--- src/rtl/fifo_stream_reader.sv ---
// rtl/fifo_stream_reader.sv - FIFO read front-end presenting a valid/ready stream with fill threshold
// Optional rd_cnt_o handshake counter: define FIFO_STREAM_READER_CNT_EN.
module fifo_stream_reader #(
  parameter int SHOW_AHEAD  = 1,
  parameter int D_WIDTH     = 24,
  parameter int USEDW_WIDTH = 8,
  parameter int START_LEVEL = 0
) (
  input  logic                   clk_i,
  input  logic                   rst_i,
  input  logic                   en_i,
  input  logic [D_WIDTH-1:0]     data_i,
  input  logic                   empty_i,
  input  logic                   full_i,
  input  logic [USEDW_WIDTH-1:0] usedw_i,
  output logic                   rdreq_o,
  output logic [D_WIDTH-1:0]     data_o,
  output logic                   valid_o,
  input  logic                   ready_i,
  output logic                   busy_o
`ifdef FIFO_STREAM_READER_CNT_EN
  ,
  output logic [31:0]            rd_cnt_o
`endif
);

  localparam int          BUF_DEPTH = (SHOW_AHEAD != 0) ? 2 : 3;
  localparam logic [2:0]  BUF_LIMIT = 3'(BUF_DEPTH);
  localparam logic [31:0] LEVEL     = 32'(START_LEVEL);

  typedef enum logic [1:0] {IDLE, FILL, STREAM} state_t;

  state_t             state_q;
  logic [1:0]         cnt_q;
  logic               inflight_q;
  logic [D_WIDTH-1:0] mem_q [0:2];
  logic [D_WIDTH-1:0] mem_d [0:2];
  logic [2:0]         outstanding;
  logic [1:0]         wr_idx;
  logic               level_ok;
  logic               pop;
  logic               push;
  logic               underrun;

  // Reads are gated by reset so no FIFO word is consumed while it would be discarded.
  assign outstanding = {1'b0, cnt_q} + {2'b00, inflight_q};
  assign rdreq_o     = ~rst_i & en_i & (state_q == STREAM) & ~empty_i & (outstanding < BUF_LIMIT);

  if (START_LEVEL == 0) begin : g_no_level
    logic unused_level;
    assign unused_level = ^{usedw_i, full_i};
    assign level_ok     = 1'b1;
  end else begin : g_level
    assign level_ok = (32'(usedw_i) >= LEVEL) | full_i;
  end

  assign valid_o  = (cnt_q != 2'd0);
  assign data_o   = mem_q[0];
  assign busy_o   = (state_q != IDLE) | (cnt_q != 2'd0) | inflight_q;
  assign pop      = valid_o & ready_i;
  assign push     = (SHOW_AHEAD != 0) ? rdreq_o : inflight_q;
  assign wr_idx   = pop ? (cnt_q - 2'd1) : cnt_q;
  assign underrun = (START_LEVEL != 0) & empty_i & (cnt_q == 2'd0) & ~inflight_q;

  // Head stays put when the last word pops, so data_o holds its final value.
  always_comb begin
    mem_d = mem_q;
    if (pop && (cnt_q > 2'd1)) begin
      mem_d[0] = mem_q[1];
      mem_d[1] = mem_q[2];
    end
    if (push) begin
      mem_d[wr_idx] = data_i;
    end
  end

  always_ff @(posedge clk_i) begin
    if (rst_i) begin
      state_q    <= IDLE;
      cnt_q      <= 2'd0;
      inflight_q <= 1'b0;
      mem_q      <= '{default: '0};
    end else begin
      case (state_q)
        IDLE:    if (en_i) state_q <= FILL;
        FILL: begin
          if (!en_i)         state_q <= IDLE;
          else if (level_ok) state_q <= STREAM;
        end
        STREAM: begin
          if (!en_i)         state_q <= IDLE;
          else if (underrun) state_q <= FILL;
        end
        default: state_q <= IDLE;
      endcase
      case ({push, pop})
        2'b10:   cnt_q <= cnt_q + 2'd1;
        2'b01:   cnt_q <= cnt_q - 2'd1;
        default: cnt_q <= cnt_q;
      endcase
      inflight_q <= (SHOW_AHEAD == 0) & rdreq_o;
      mem_q      <= mem_d;
    end
  end

`ifdef FIFO_STREAM_READER_CNT_EN
  logic [31:0] rd_cnt_q;

  always_ff @(posedge clk_i) begin
    if (rst_i)    rd_cnt_q <= 32'd0;
    else if (pop) rd_cnt_q <= rd_cnt_q + 32'd1;
  end

  assign rd_cnt_o = rd_cnt_q;
`endif

endmodule

--- config.mk ---
export PLATFORM = sky130hd
export DESIGN_NAME = fifo_stream_reader
export DESIGN_NICKNAME = d
export VERILOG_FILES = /design/src/rtl/fifo_stream_reader.sv
export SDC_FILE = /design/constraint.sdc
export NUM_CORES = 1
export LEC_CHECK = 0
export BUFFER_PORTS_ARGS = -buffer_cell sky130_fd_sc_hd__buf_2
export CAP_MARGIN = 20
export CORE_ASPECT_RATIO = 0.75
export CORE_MARGIN = 10
export CORE_UTILIZATION = 55
export DETAILED_ROUTE_END_ITERATION = 16
export HOLD_SLACK_MARGIN = 0.05
export PLACE_DENSITY = 0.85
export SYNTH_ARGS = -nofsm -noshare
export SYNTH_HDL_FRONTEND = slang
export SYNTH_SLANG_ARGS = --single-unit
--- constraint.sdc ---
create_clock -name clk_i -period 4.3 [get_ports clk_i]
set_input_delay 0.215 -clock clk_i [delete_from_list [all_inputs] [get_ports clk_i]]
set_output_delay 0.215 -clock clk_i [all_outputs]
set_load 0.01 [all_outputs]
==> flow_summary.ini, run 1 <==
[yosys]
avgSynthCellArea_sq_um = 8.531
synth_cell_type_count = 33
synth.most_common_cell = dfxtp_1
synth_area_leaders = dfxtp_1, a221oi_1, nor2b_1, buf_4, nor3_1
synth-edff-count = 0
mappedNetlistNets = 508
ys_seq_elements = 76
yosysWarnings = 0
async_reset_ff_share_pct = 0
ys.flop_type = dfxtp_1
netlist.top_cell.by_area = dfxtp_1
ys_seq_area_share_pct = 38.19
syn_area_sq_um = 3984
synth_cells = 467
synth_commonest_cells = dfxtp_1, nor2_1, nor2b_1
synthDominantCellAreaShare_pct = 38.19

[final_layout]
nNetsFinal = 514
syn2layout_area_growth_pct = 5.433
fin_util_pct = 60.62
final_cells = 576
drive_above_1_share_pct = 22.18
diodes = 0

[place]
dp.cells = 560
dpl.hpwl_um = 5730
port_buffers = 55
gp_congestion = 0.7725

[routing]
vias_per_cell = 5.993
num_vias = 3452
wirelength_um = 9759
avgRoutedWirePerCell_um = 16.94
drt_iter0_markers = 342
antenna_left = 0
firstDrtPassIters = 6
drc = 0

[timing]
drv_slew = 0
hold_violations = 0
rsz0062_at_grt = false
worstMarginPinSlew_ps = 1097
setup_violations = 0
tns_ps = 0
finalCritPeriodShare_pct = 59.66
slew_headroom_pct = 26.85
holdWs_ps = 96.54
fin_crit_ps = 2566
max_freq_ghz = 0.3898
clock_skew_ps = 4.275

[cts]
cts.sinks = 76
postCtsHoldBufs = 0
post_cts_buffers = 0
clk_pin_slew_ps = 80
root_buffer = clkbuf_8
htreeDepth = 3
cts_tree = yes
cts_buffers = 9
clk_latency_ps = 360
cts.repair.resized = 0
clockBufferDepth = 2

[global_route]
grt_pass1_wl_um = 16180
grt_max_degree = 77
grt_pass1_vias = 3335
antenna_found_initial = 0
grt-ovfl-total = 0
grt_use_total_pct = 17.56

[floorplan]
die_area_sq_um = 11080
placementRows = 26
core-area_sq_um = 6929
initial_core_util_pct = 57.49
ios = 65
fp.dieH_um = 93.71
die_x_um = 118.3

[worst_setup_path]
rr_startpoint = cnt_q[0]
crit_arrival_ps = 2780
critPathSlowestCell = and4bb_4
cp_cell_sequence = inv_1 -> ha_1 -> and4bb_4 -> buf_12 -> nor2b_1 -> a221oi_1 -> nor3_1
rrSetupSlack_ps = 1730
worstPathMaxFanout = 60
cp-end-kind = flop
r2r_end = mem_q[25]
start_kind = flop
r2r_cells = 7
required_ps = 4510
max_stage_delay_ps = 690
critical_path_class = reg -> reg

[pwr]
p_leak_nw = 1.543
pwr_density_cell_nw_per_um2 = 359.8
vdd_ir_drop_max_uv = 276.5

[hold_path]
hold_path_depth = 3
holdCritPathClass = in -> reg
hp-start = data_i[9]

[flow_run]
cap_violations = 0

[outcome]
status = finished clean
## area by class of cell
class | instances | area [sq um]
tap | 98 | 122.6
fill | 638 | 2729
inverter | 4 | 15.01
clock buffer | 12 | 145.1
sequential | 76 | 1521
timing repair buffer | 63 | 347.8
multi-input combinational | 319 | 2023
clock inverter | 4 | 25.02
## worst max path at each step
| stage | startpoint | cells past startpoint | end |
|---|---|---|---|
| final | cnt_q[0] | 7 | mem_q[25] |
| after global routing | cnt_q[0] | 7 | mem_q[25] |
| after CTS | cnt_q[0] | 7 | mem_q[47] |
| after detailed placement | cnt_q[0] | 7 | mem_q[26] |
| after global placement | cnt_q[0] | 7 | mem_q[28] |
| after floorplan | cnt_q[1] | 9 | flop |
## cells in the final DEF, fill, tap and decap left out, drive strengths merged
master,n
and3,1
nand3b,1
inv,4
o31a,1
dfxtp,76
nand4b,1
nor2b,50
or3,1
xor2,2
buf,63
or4,24
a211oi,1
clkinv,2
ha,3
o31ai,1
a221oi,48
nor3,50
nor3b,1
clkbuf,12
clkinvlp,2
nand2,48
a21oi,25
nand2b,6
o22a,1
nand3,1
o22ai,1
nor2,50
and4bb,2
## metal layers
| layer | vias to the layer above | global-route usage (%) | part of all wire, % |
|---|---|---|---|
| li1 | 1653 | - | - |
| met1 | 1649 | 22.26 | 44 |
| met2 | 140 | 28.30 | 47 |
| met3 | 10 | 5.646 | 7.8 |
| met4 | 0 | 4.620 | 0.93 |
| met5 | - | 0 | 0 |
## critical path, delay by kind of cell (launching register included)
family	cells	cell delay, ps
compound gates	1	260
simple gates	3	850
flops	1	590
buf+inv	2	410
fa+ha+maj	1	290
## where the power goes
part	switching, mW	leakage, nW	internal [mW]	total, mW
Combinational	0.226	0.848	0.0800	0.306
Sequential	0.0106	0.613	0.712	0.723
Clock	0.259	0.0824	0.224	0.483
Total	0.496	1.54	1.02	1.51
## stage by stage
stage               power, mW  cell area, sq um  setup slack [ps]
global route            1.578              4200              1546
detailed placement      1.041              4030              1778
floorplan              0.9602              3984              2350
global placement        1.035              4030              1887
CTS                     1.518              4200              1756
finish                  1.511              4200              1734
## cell families (layout without fill, tap and decap cells)
group / after synthesis / count (layout) / share of synthesized area, %
flops: 76 / 76 / 38.19
buf+inv: 72 / 83 / 11.18
xor+xnor: 2 / 2 / 0.4398
fa+ha+maj: 3 / 3 / 0.9423
simple gates: 236 / 236 / 32.47
compound gates: 78 / 78 / 16.77
Note: power is estimated with default switching activity, not from simulation.
==> inputs of run 2 (changes only) <==
Settings changed: ABC_AREA set to 1, CORE_UTILIZATION 55 to 51, PLACE_DENSITY 0.85 to 0.83.
Clock period 4.3 ns to 2.3 ns, I/O delays scaled along.
==> flow_summary.ini, run 2 <==
[outcome]
status = finished clean

[worst_setup_path]
worstPathMaxFanout = 36
critPathSlowestCell = dfxtp_1
worst_path_most_repeated_cell = nand2_1
max_stage_delay_ps = 340
start_kind = flop
cp_top_family = simple AND/OR/NAND/NOR gates
required_ps = 2600
cp-end-kind = flop
cp_cell_sequence = inv_1 -> ha_1 -> inv_2 -> nand2_2 -> nand2_1 -> nand2_1 -> nand3_2 -> buf_12 -> nand2_1 -> nand2_1 -> nor2_1
path_buf_inv = 3
critical_path_class = reg -> reg
crit_arrival_ps = 2350

[floorplan]
initial_core_util_pct = 52.18
placementRows = 28
core-area_sq_um = 7848
die_x_um = 123.5
die_area_sq_um = 12050
ios = 65
fp.dieH_um = 97.61

[cts]
cts_tree = yes
cts_buffers = 9
root_buffer = clkbuf_8
clk_pin_slew_ps = 80
clk_latency_ps = 360
post_cts_buffers = 0
cts.sinks = 76
htreeDepth = 3
clockBufferDepth = 2

[place]
port_buffers = 55
dp.cells = 796
dpl_worst_slack_ps = 286.7
gp_congestion = 0.8080
placed_cell_area_sq_um = 4257
dpl.hpwl_um = 5821

[global_route]
grt-ovfl-total = 0
grt_max_degree = 74
grt_pass1_wl_um = 15890
grt_use_total_pct = 15.73
grt_pass1_vias = 3671
antenna_found_initial = 1

[hold_path]
holdCritPathClass = in -> reg

[yosys]
synth_cell_type_count = 18
async_reset_ff_share_pct = 0
syn_area_sq_um = 4095
synth-edff-count = 0
ys_seq_elements = 76
yosysWarnings = 0
synth_area_leaders = dfxtp_1, nand2_1, nor2_1, inv_1, nand3_1
synth_commonest_cells = nand2_1, nor2_1, inv_1
synth.most_common_cell = nand2_1
ys_seq_area_share_pct = 37.15
mappedNetlistNets = 729
netlist.top_cell.by_area = dfxtp_1
synthDominantCellAreaShare_pct = 37.15
ys.flop_type = dfxtp_1
synth_cells = 688
avgSynthCellArea_sq_um = 5.952

[timing]
max_freq_ghz = 0.4859
hold_violations = 0
clock_skew_ps = 9.614
worstMarginPinSlew_ps = 770.3
slew_headroom_pct = 48.65
fin_crit_ps = 2058
tns_ps = 0
finalCritPeriodShare_pct = 89.48
worst_slack_ps = 242.0
setup_violations = 0
rsz0062_at_grt = false
drv_slew = 0
holdWs_ps = 89.61

[routing]
wirelength_um = 9289
firstDrtPassIters = 4
vias_per_cell = 4.648
drc = 0
antenna_left = 0
avgRoutedWirePerCell_um = 11.11
drt_iter0_markers = 259
num_vias = 3886

[final_layout]
syn2layout_area_growth_pct = 14.76
final_cell_area_sq_um = 4700
layout_common_cells = nand2_1, nor2_1, inv_1, dfxtp_1, buf_2
nNetsFinal = 767
final_common_cell = nand2_1
final_cells = 836
drive_above_1_share_pct = 12.72
diodes = 0

[pwr]
vdd_ir_drop_max_uv = 369.1
pwr_density_cell_nw_per_um2 = 571.4
p_leak_nw = 2.715

[flow_run]
cap_violations = 0
run 2: changes by cell type in the layout (fill, tap and decap cells not counted), moves of 24 or more:
| cell | before | now |
|---|---|---|
| dlygate4sd3_1 | 0 | 24 |
| nand3_1 | 1 | 51 |
| nand2_1 | 48 | 253 |
| nor2_1 | 50 | 147 |
| inv_1 | 4 | 76 |
| or4_1 | 24 | 0 |
| a221oi_1 | 38 | 0 |
| nor2b_1 | 49 | 0 |
| nor3_1 | 39 | 1 |
run 2: worst register-to-register path, delay by kind of cell, from the launching register on:
family / cells / cell delay (ps)
AND/OR/NAND/NOR: 7 / 840
buffers and inverters: 3 / 540
adder cells (fa/ha/maj): 1 / 300
flip-flops: 1 / 340
run 2: what timing repair did:
action / 4_1_cts / 5_1_grt
hold endpoints to repair: 70 / 0
resized for setup: 0 / 0
hold buffers: 24 / 0
run 2: area by class of cell:
| cell class | instances | area (sq um) |
|---|---|---|
| multi-input combinational | 469 | 1912 |
| sequential | 76 | 1521 |
| tap | 105 | 131.4 |
| fill | 737 | 3148 |
| clock buffer | 11 | 141.4 |
| inverter | 81 | 304.0 |
| clock inverter | 5 | 61.31 |
| timing repair buffer | 89 | 628.1 |
run 2: through the flow:
stage,util [%],power [mW]
global route,59.89,2.795
global placement,54.24,1.629
finish,59.89,2.685
floorplan,-,1.544
CTS,59.89,2.714
detailed placement,54.24,1.636
run 2: worst paths after layout:
check / from / to / slack [ps] / cells past startpoint
worst max-delay path: cnt_q[0] / data_o[18] / 240 / 11
worst min-delay path: rst_i / cnt_q[1] / 90 / 4
worst max register to register: cnt_q[0] / data_o[18] / 240 / 11
worst min register to register: state_q[0] / state_q[0] / 500 / 1
run 2: per-layer routing:
layer | global-route usage (%) | wire [um] | vias up
met5 | 0 | 0 | -
met4 | 3.664 | 110 | 0
met3 | 7.143 | 578 | 12
met2 | 27.27 | 4537 | 60
met1 | 16.96 | 4062 | 1742
li1 | - | - | 2072
run 2: logic make-up after synthesis:
logic type	share of synthesized area, %
XOR/XNOR	0.2139
adder cells (fa/ha/maj)	0.9167
flip-flops	37.15
buffers and inverters	16.71
AND/OR/NAND/NOR	44.52
AO/OA/AOI/OAI	0.4889
run 2: report_power, final:
part | internal, mW | switching (mW)
clock | 0.533 | 0.512
sequential | 1.33 | 0.00851
combinational | 0.105 | 0.202
total | 1.96 | 0.722
==> inputs of run 3 (changes only) <==
==> constraint.sdc (replaced) <==
create_clock -name clk_i -period 2.3 [get_ports clk_i]
set_input_delay 0.23 -clock clk_i [delete_from_list [all_inputs] [get_ports clk_i]]
set_output_delay 0.23 -clock clk_i [all_outputs]
set_load 0.01 [all_outputs]
==> flow_summary.ini, run 3 (synthesized netlist as in run 2, its figures left out) <==
[outcome]
status = finished clean

[pwr]
vdd_ir_drop_max_uv = 304.5
finalPower_mw = 2.615
pwr_density_cell_nw_per_um2 = 585.5
p_leak_nw = 2.620

[global_route]
grt_pass1_wl_um = 15690
antenna_found_initial = 1
grt_pass1_vias = 3650
grt_max_degree = 74
grt-ovfl-total = 0
grt_use_total_pct = 15.57

[final_layout]
final_common_cell = nand2_1
drive_above_1_share_pct = 13.64
register_area_sq_um = 1521
syn2layout_area_growth_pct = 9.074
final_cells = 816
multi_input_area_sq_um = 1912
fillCellCount = 757
layout_common_cells = nand2_1, nor2_1, inv_1, dfxtp_1, buf_2
fin_util_pct = 56.92
diodes = 0
nNetsFinal = 747

[cts]
cts_tree = yes
postCtsHoldBufs = 0
clk_latency_ps = 350
htreeDepth = 3
clockBufferDepth = 2
cts_buffers = 9
post_cts_buffers = 0
cts.sinks = 76
clk_pin_slew_ps = 80
root_buffer = clkbuf_8
cts.repair.resized = 0

[timing]
finalCritPeriodShare_pct = 85.66
drv_slew = 0
max_freq_ghz = 0.5076
slew_headroom_pct = 49.93
worstMarginPinSlew_ps = 751.0
clock_skew_ps = 12.06
setup_violations = 0
fin_crit_ps = 1970
tns_ps = 0
holdWs_ps = 131.4
rsz0062_at_grt = false
hold_violations = 0

[worst_setup_path]
start_kind = flop
critical_path_class = reg -> reg
worstSetupStartpoint = cnt_q[0]
cp-end-kind = flop
required_ps = 2580
r2r_cells = 11
crit_arrival_ps = 2250
r2r_end = mem_q[39]
worstPathMaxFanout = 12
rrSetupSlack_ps = 330
rr_startpoint = cnt_q[0]

[routing]
antenna_left = 0
wirelength_um = 9223
num_vias = 3820
highest_layer = met4
vias_per_cell = 4.681
drt_iter0_markers = 355
avgRoutedWirePerCell_um = 11.30
drc = 0
wl_met3_um = 755
firstDrtPassIters = 4
met1_length_um = 3886
wl_met2_um = 4507

[floorplan]
initial_core_util_pct = 52.18
placementRows = 28
die_area_sq_um = 12050
die_x_um = 123.5
fp.dieH_um = 97.61
core-area_sq_um = 7848
ios = 65

[hold_path]
whs_endpoint = mem_q[27]
holdCritPathClass = in -> reg
hp-start = data_i[3]
hold_path_depth = 3

[place]
gp_congestion = 0.8051
dp.cells = 800
dpl.hpwl_um = 6116
port_buffers = 55

[flow_run]
cap_violations = 0
==> run 3: report_power, final <==
part           internal, mW  leakage, nW  switching [mW]
clock                 0.499       0.0845           0.500
sequential             1.33        0.612         0.00795
combinational        0.0838         1.92           0.199
==> run 3: worst max-delay path, stage by stage (launching register included) <==
cell	delay [ps]
dfxtp_1	340
inv_1	140
ha_1	280
inv_2	100
nand2_2	90
nand2_1	60
nand2_1	110
nand3_2	280
buf_4	290
nand2_1	60
nand2_1	40
nor2_1	110
==> run 3: how the worst max path moves through the flow <==
stage                 endpoint  depth (start not counted)
floorplan           data_o[17]                         11
global placement     data_o[4]                         11
detailed placement   mem_q[31]                         11
CTS                  mem_q[31]                         11
global route        data_o[15]                         10
finish               mem_q[39]                         11
==> run 3: cell type report <==
| cell class | count | area share (%) |
|---|---|---|
| clock buffer | 10 | 2.857 |
| clock inverter | 6 | 1.457 |
| inverter | 81 | 6.807 |
| multi-input combinational | 469 | 42.80 |
| sequential | 76 | 34.06 |
| tap | 105 | 2.941 |
| timing repair buffer | 69 | 9.076 |
==> run 3: routing by layer <==
layer	up-vias	GRT usage, %
li1	2034	-
met1	1702	16.94
met2	78	27.27
met3	6	5.865
met4	0	4.468
met5	-	0
==> run 3: stage by stage <==
stage	setup WS, ps	cell area [sq um]
final	329.8	4467
after global routing	108.8	4467
after CTS	315.0	4467
after detailed placement	344.1	4274
after global placement	435.0	4274
after floorplan	660.5	4095
